File: src/rtl/column_pkg.sv
// column_pkg: shared constants and types for the column bank triple-buffer
package column_pkg;
  localparam int NUM_COLS = 640;
  localparam int COL_W = 28;
  localparam int CNT_W = 16;
  typedef logic [1:0] bank_idx_t;
  typedef enum logic {W_FILL, W_COMMIT} wr_state_t;
  typedef logic [COL_W-1:0] col_word_t;
  function automatic logic [2:0] bank_onehot(input bank_idx_t b);
    return 3'b001 << b;
  endfunction
endpackage

File: src/rtl/bank_role_rotator.sv
// bank_role_rotator: owns the display/write/spare bank roles and the ready flag
module bank_role_rotator
  import column_pkg::*;
(
  input  logic      clk,
  input  logic      reset,
  input  logic      commit,
  input  logic      flip,
  output bank_idx_t disp_bank,
  output bank_idx_t wr_bank,
  output logic      frame_ready,
  output logic      frame_flip
);
  bank_idx_t disp_q, disp_d, wr_q, wr_d, spare_q, spare_d;
  logic ready_q, ready_d, flip_q, flip_d;

  // Commit hands the finished bank to spare; flip shows spare; both at once shows the finished bank directly
  always_comb begin
    disp_d = disp_q;
    wr_d = wr_q;
    spare_d = spare_q;
    ready_d = ready_q;
    flip_d = 1'b0;
    if (commit && flip) begin
      disp_d = wr_q;
      wr_d = disp_q;
      ready_d = 1'b0;
      flip_d = 1'b1;
    end else if (commit) begin
      wr_d = spare_q;
      spare_d = wr_q;
      ready_d = 1'b1;
    end else if (flip && ready_q) begin
      disp_d = spare_q;
      spare_d = disp_q;
      ready_d = 1'b0;
      flip_d = 1'b1;
    end
  end

  // Role registers, cleared to disp=0 wr=1 spare=2
  always_ff @(posedge clk or negedge reset) begin
    if (!reset) begin
      disp_q <= 2'd0;
      wr_q <= 2'd1;
      spare_q <= 2'd2;
      ready_q <= 1'b0;
      flip_q <= 1'b0;
    end else begin
      disp_q <= disp_d;
      wr_q <= wr_d;
      spare_q <= spare_d;
      ready_q <= ready_d;
      flip_q <= flip_d;
    end
  end

  assign disp_bank = disp_q;
  assign wr_bank = wr_q;
  assign frame_ready = ready_q;
  assign frame_flip = flip_q;

  roles_are_permutation: assert property (@(posedge clk) disable iff (!reset)
    disp_q != wr_q && wr_q != spare_q && disp_q != spare_q &&
    disp_q != 2'd3 && wr_q != 2'd3 && spare_q != 2'd3);
endmodule

File: src/rtl/column_bank_scheduler.sv
// column_bank_scheduler: routes writer columns into the write bank and triple-buffers frames to display
module column_bank_scheduler
  import column_pkg::*;
(
  input  logic             clk,
  input  logic             reset,
  input  logic             col_valid,
  output logic             col_ready,
  input  logic [COL_W-1:0] col_data,
  input  logic             wr_restart,
  input  logic             vblank_start,
  output logic [2:0]       bank_we,
  output logic [9:0]       bank_addr,
  output logic [COL_W-1:0] bank_wdata,
  output logic [1:0]       disp_bank,
  output logic [1:0]       wr_bank,
  output logic             frame_ready,
  output logic             frame_flip,
  output logic [CNT_W-1:0] drop_count
);
  wr_state_t state_q, state_d;
  logic [9:0] colnum_q, colnum_d, addr_q, addr_d;
  logic [2:0] we_q, we_d;
  col_word_t wdata_q, wdata_d;
  logic [CNT_W-1:0] drop_q, drop_d;
  logic ready_q, commit, xfer, last;

  assign commit = state_q == W_COMMIT;
  assign xfer = col_valid && ready_q && !wr_restart;
  assign last = colnum_q == 10'(NUM_COLS - 1);

  bank_role_rotator u_rot (
    .clk(clk),
    .reset(reset),
    .commit(commit),
    .flip(vblank_start),
    .disp_bank(disp_bank),
    .wr_bank(wr_bank),
    .frame_ready(frame_ready),
    .frame_flip(frame_flip)
  );

  // Next-state for the write FSM, column counter, bank write port and drop counter
  always_comb begin
    state_d = commit ? W_FILL : (xfer && last ? W_COMMIT : state_q);
    colnum_d = commit || wr_restart ? '0 : xfer ? (last ? '0 : colnum_q + 10'd1) : colnum_q;
    we_d = xfer ? bank_onehot(wr_bank) : 3'b000;
    addr_d = xfer ? colnum_q : addr_q;
    wdata_d = xfer ? col_data : wdata_q;
    drop_d = commit && frame_ready && !(&drop_q) ? drop_q + 1'b1 : drop_q;
  end

  // Registered write path; col_ready drops for the single commit cycle
  always_ff @(posedge clk or negedge reset) begin
    if (!reset) begin
      state_q <= W_FILL;
      colnum_q <= '0;
      we_q <= '0;
      addr_q <= '0;
      wdata_q <= '0;
      drop_q <= '0;
      ready_q <= 1'b1;
    end else begin
      state_q <= state_d;
      colnum_q <= colnum_d;
      we_q <= we_d;
      addr_q <= addr_d;
      wdata_q <= wdata_d;
      drop_q <= drop_d;
      ready_q <= state_d == W_FILL;
    end
  end

  assign col_ready = ready_q;
  assign bank_we = we_q;
  assign bank_addr = addr_q;
  assign bank_wdata = wdata_q;
  assign drop_count = drop_q;
endmodule
File: config.mk
export PLATFORM = sky130hd
export DESIGN_NAME = column_bank_scheduler
export DESIGN_NICKNAME = d
export VERILOG_FILES = /design/src/rtl/column_pkg.sv /design/src/rtl/bank_role_rotator.sv /design/src/rtl/column_bank_scheduler.sv
export SDC_FILE = /design/constraint.sdc
export NUM_CORES = 1
export LEC_CHECK = 0
export ABC_AREA = 1
export CORE_MARGIN = 2
export CORE_UTILIZATION = 45
export CTS_BUF_LIST = sky130_fd_sc_hd__clkbuf_4 sky130_fd_sc_hd__clkbuf_8
export DETAILED_ROUTE_END_ITERATION = 12
export PLACE_DENSITY = 0.89
export SLEW_MARGIN = 5
export SYNTH_ARGS = -nofsm -noshare
export SYNTH_HDL_FRONTEND = slang
export SYNTH_HIERARCHICAL = 1
export SYNTH_SLANG_ARGS = --single-unit
File: constraint.sdc
create_clock -name clk -period 1.51 [get_ports clk]
set_input_delay 0.302 -clock clk [delete_from_list [all_inputs] [get_ports clk]]
set_output_delay 0.302 -clock clk [all_outputs]
set_load 0.005 [all_outputs]
## Word-level counts from Yosys, hierarchy flattened

Cells that the tools add are included.

- Register bits after elaboration: 77
- Bits in latches: 0
- RAM bits: 0
- Bits in read-only memories: 0
- Logic and storage cells: 56
- Memories kept: 0

- Add/sub/neg operators: 2
- Multipliers: 0
- Divide/modulo/power cells: 0
- Magnitude comparators: 0
- Equal/unequal tests: 2
- Shift-type cells: 1
- Muxes and demuxes: 19
- Bitwise gates (word level): 2
- Reduce and logical (&&, ||, !) cells: 18

Operators by type and width:

| cell | count |
|---|---|
| 10-bit 2-to-1 mux | 3 |
| 16-bit by 1-bit adder with 16-bit output (second input constant) | 1 |
| 16-bit AND reduction | 1 |
| 2-bit 2-to-1 mux | 7 |
| 10-bit by 1-bit adder with 10-bit output (second input constant) | 1 |
| 10-bit == test (second input constant) | 1 |
| 1-bit 2-to-1 mux | 8 |
| 2-bit nonzero test | 4 |
| 1-bit logical AND | 7 |
| 2-bit AND reduction | 2 |
| 3-bit 2-to-1 mux | 1 |
| 3-bit nonzero test | 1 |
| 1-bit by 2-bit << shifter with 3-bit output (first input constant) | 1 |
| 1-bit zero test | 2 |
| 2-bit by 1-bit inequality test with 1-bit output (second input constant) | 1 |
| 1-bit inverter | 2 |
| 1-bit logical OR | 1 |

## Longest topological paths before layout

- Depth in word-level cells: 6
- Mapped depth: 9
- Mapped depth without buffers: 9

## Hierarchy

The synthesis kept the hierarchy.

By module, submodules not included:

| module | times used | cells an instance | area each (um^2) | sequential area each (um^2) |
|---|---|---|---|---|
| column_bank_scheduler | 1 | 394 | 3,219.3 | 1,727.9 |
| bank_role_rotator | 1 | 52 | 400.4 | 202.7 |

## Least setup slack after synthesis

OpenSTA, ideal clock, no wires.

- Path type: reg2reg
- Start: register drop_q[0] (netlist: drop_count[0])
- End: register drop_q[6] (netlist: drop_count[6])
- Setup time: 0.118 ns
- Arrival time: 1.331 ns
- Required time: 1.392 ns
- Slack: 0.060 ns
- Cell stages (with the launch flop): 10
- Clock period less this slack: 1.450 ns
- Path through: dfrtp_1 ha_1 nand3_2 inv_2 nand3_4 nand2_4 nand2_4 buf_6 nand2_2 o21ai_2

- Cells in the longest elaborated chain, start to end: 3

Ends and longest elaborated chain:

| what | line | RTL |
|---|---|---|
| from (decl) | column_bank_scheduler.sv:25 | `logic [CNT_W-1:0] drop_q, drop_d;` |
| from (signal assigned) | column_bank_scheduler.sv:69 | `drop_q <= drop_d;` |
| branches (longest 3 deep; another with 16-bit by 1-bit adder with 16-bit output) | -- |  |

Several ways; the timed one is not identified.
A chain may end at the register's enable or synchronous reset.

## Final worst setup path

- Start: register drop_q[0] (netlist: drop_count[0])
- End: output port drop_count[0]

RTL lines:

| what | line | RTL |
|---|---|---|
| to (decl) | column_bank_scheduler.sv:19 | `output logic [CNT_W-1:0] drop_count` |

No word-level cell between the ends.

==> flow_summary.toml <==
[finish]
finalNetCount = 632
fill_cells = 613
drive_gt1_share_pct = 19.27
fin_util_pct = 68.64
final_cell_area_um2 = 5331
area_growth_pct = 47.29
num_antenna_cells = 0

[sta]
final-max-slew-violation-count = 0
setup_viol = 0
finalClockSkew_ns = 0.008074
fin_crit_sh_pct = 96.43
finalHoldViolations = 0
relSlewSlack_pct = 70.05
hold_ws_ns = 0.4241
period_minus_slack_ns = 1.456
tightestPinTransition_ns = 0.4493
fmaxAchievable_mhz = 686.7

[route]
route.met3.wl_um = 675
via_per_inst = 4.949
met1_length_um = 3691
wirelength_um = 9568
vias = 3484
first_pass_iters = 4
highest_layer = "met4"
met2_wirelength_um = 5065
wire_per_inst_um = 13.59
drt_iter0_markers = 184
detail-route-antenna-nets = 0
drcViolationCount = 0

[floorplanning]
std_cell_rows = 32
pin_count = 97
die_h_um = 93.69
start_util_pct = 46.60
dieWidth_um = 93.69
core_area_um2 = 7767
dieArea_um2 = 8777

[run_status]
status = "complete, no violations"

[global_routing]
grtUsageTotal_pct = 22.73
grt_remaining_overflow = 0
grt_max_degree = 38
antenna_found_initial = 0
grt_pass1_wl_um = 15710
grt_pass1_vias = 3476

[clocking]
cts_made_buffers = 9
clock_sinks = 77
clk_pin_slew_ns = 0.08
cts_root_buf = "clkbuf_8"
cts_htree_levels = 3
cts_tree = "done"
clock_latency_ns = 0.35
clk_path_buf_depth = 2

[yosys]
synth-warning-count = 6
ys_types = 31
synth_area_per_cell_um2 = 8.116
ys_top_cells_by_area = "dfrtp_1, nand2_1, nand3_1"
syn_nets = 481
synthCells = 446
synth-seq-cells = 77
synth_top_cell_by_area = "dfrtp_1"
synth_top_area_share_pct = 51.16
synth.cell_area_um2 = 3620
yosysSeqAreaShare_pct = 53.34

[flow_run]
drv_cap = 0

[power_and_ir_drop]
p_leak_nw = 2.817
p_total_w = 0.004505
ir_drop_mv = 0.5635
powerDensity_nw_per_um2 = 845.0

[placement]
place_hpwl_um = 6463
dpl_cell_area_um2 = 4807
portBuffers = 96
gp_congestion = 0.9152

[worst_setup_path]
end_kind = "output port"
start_kind = "flip-flop"
critical_path_class = "reg2out"
crit_required_ns = 1.21
cp_data_arrival_time_ns = 1.15
critPathMaxFanout = 6

[worst_hold_path]
min_path_type = "in2async"
[registers in the layout, summed over array words and instances, names as in the netlist]
signal and count:
colnum_q 10, u_rot/frame_flip 1, u_rot/spare_q 2, u_rot/wr_bank 2
drop_count 16, commit 1, u_rot/disp_bank 2, col_ready 1
u_rot/frame_ready 1, bank_wdata 28, bank_addr 10, bank_we 3
[where the power goes]
group,internal (W),switching [W]
Clock,0.000990,0.000787
Combinational,0.000269,0.000231
Sequential,0.00217,0.0000604
Total,0.00343,0.00108
[worst paths after layout]
kind	start	slack [ns]	endpoint	cells past startpoint
hold / removal	reset	0.42	drop_count[9]	2
max in group asynchronous	reset	0.53	bank_wdata[5]	3
setup / recovery	drop_count[0]	0.05	drop_count[0]	2
hold reg to reg	bank_wdata[2]	0.47	bank_wdata[2]	2
min in group clk	bank_wdata[2]	0.47	bank_wdata[2]	2
setup reg to reg	drop_count[9]	0.07	drop_count[2]	9
[layer usage]
layer	vias up	GRT usage, %
li1	1691	-
met1	1627	27.38
met2	151	39.70
met3	15	5.297
met4	0	8.213
met5	-	0
[metrics by stage]
step / instances / setup TNS [ns] / worst slack [ns]
2_1_floorplan: 446 / 0 / 0.06039
3_3_place_gp: 653 / -0.5919 / -0.09929
3_5_place_dp: 653 / -2.363 / -0.1900
4_1_cts: 698 / 0 / 0.0003820
5_1_grt: 704 / -0.04790 / -0.01773
6_report: 704 / 0 / 0.05385
[synth_stat cells]
library cell and count:
nand2_1 202, dfrtp_1 74, inv_1 29, nor2_1 29, nand3_1 26, o21ai_0 16, nand2_2 9, xor2_1 9
o21ai_2 6, clkbuf_1 5, nor3_1 5, nand4_1 4, a21oi_1 3, dfstp_2 3, inv_2 3, nand2_4 3
buf_1 2, buf_6 2, ha_1 2, nor2_4 2, o211ai_1 2, a21boi_1 1, buf_2 1, buf_4 1
nand3_2 1, nand3_4 1, nand3b_1 1, nor2_2 1, nor3b_1 1, o21ai_4 1, xnor2_1 1
[cell families after synthesis]
kind of cell | after synthesis | synth area share (%)
adders and majority gates | 2 | 0.6912
buffers and inverters | 43 | 5.012
xor gates and xnor gates | 10 | 2.420
and+or+nand+nor | 285 | 33.39
AOI/OAI and AO/OA | 29 | 5.150
DFF | 77 | 53.34
[cell usage in the layout, fill, tap and decap left out, types with 6 or more instances in the layout]
| master | Yosys | final |
|---|---|---|
| clkbuf_8 | 0 | 10 |
| dfrtp_1 | 74 | 69 |
| nand2_1 | 202 | 199 |
| dlygate4sd2_1 | 0 | 62 |
| clkdlybuf4s50_1 | 0 | 31 |
| nand2_2 | 9 | 12 |
| nor2_1 | 29 | 26 |
| o21ai_2 | 6 | 6 |
| nand3_1 | 26 | 26 |
| xor2_1 | 9 | 9 |
| buf_4 | 1 | 52 |
| inv_1 | 29 | 29 |
| o21ai_0 | 16 | 15 |
[final cells by class]
| class | instances | area, um^2 | share of cell area, % |
|---|---|---|---|
| inverter | 32 | 120.1 | 2.253 |
| sequential | 77 | 1937 | 36.33 |
| multi-input combinational | 327 | 1604 | 30.09 |
| clock inverter | 6 | 95.09 | 1.784 |
| tap | 102 | 127.6 | 2.394 |
| clock buffer | 10 | 137.6 | 2.582 |
| timing repair buffer | 150 | 1310 | 24.57 |
[repair_timing]
action	in CTS	in global routing
resized for setup	68	20
endpoints found under the setup margin	63	28
buffers inserted	28	5
gates cloned	0	1
hold endpoints to repair	27	0
hold buffers	1	0
pin swaps	0	1
[worst max-delay path, cell delays in order, from the launching register on]
cell	delay, ns
dfrtp_1	0.39
buf_4	0.16
dlygate4sd2_1	0.26
Power figures use the tool's default switching activity.
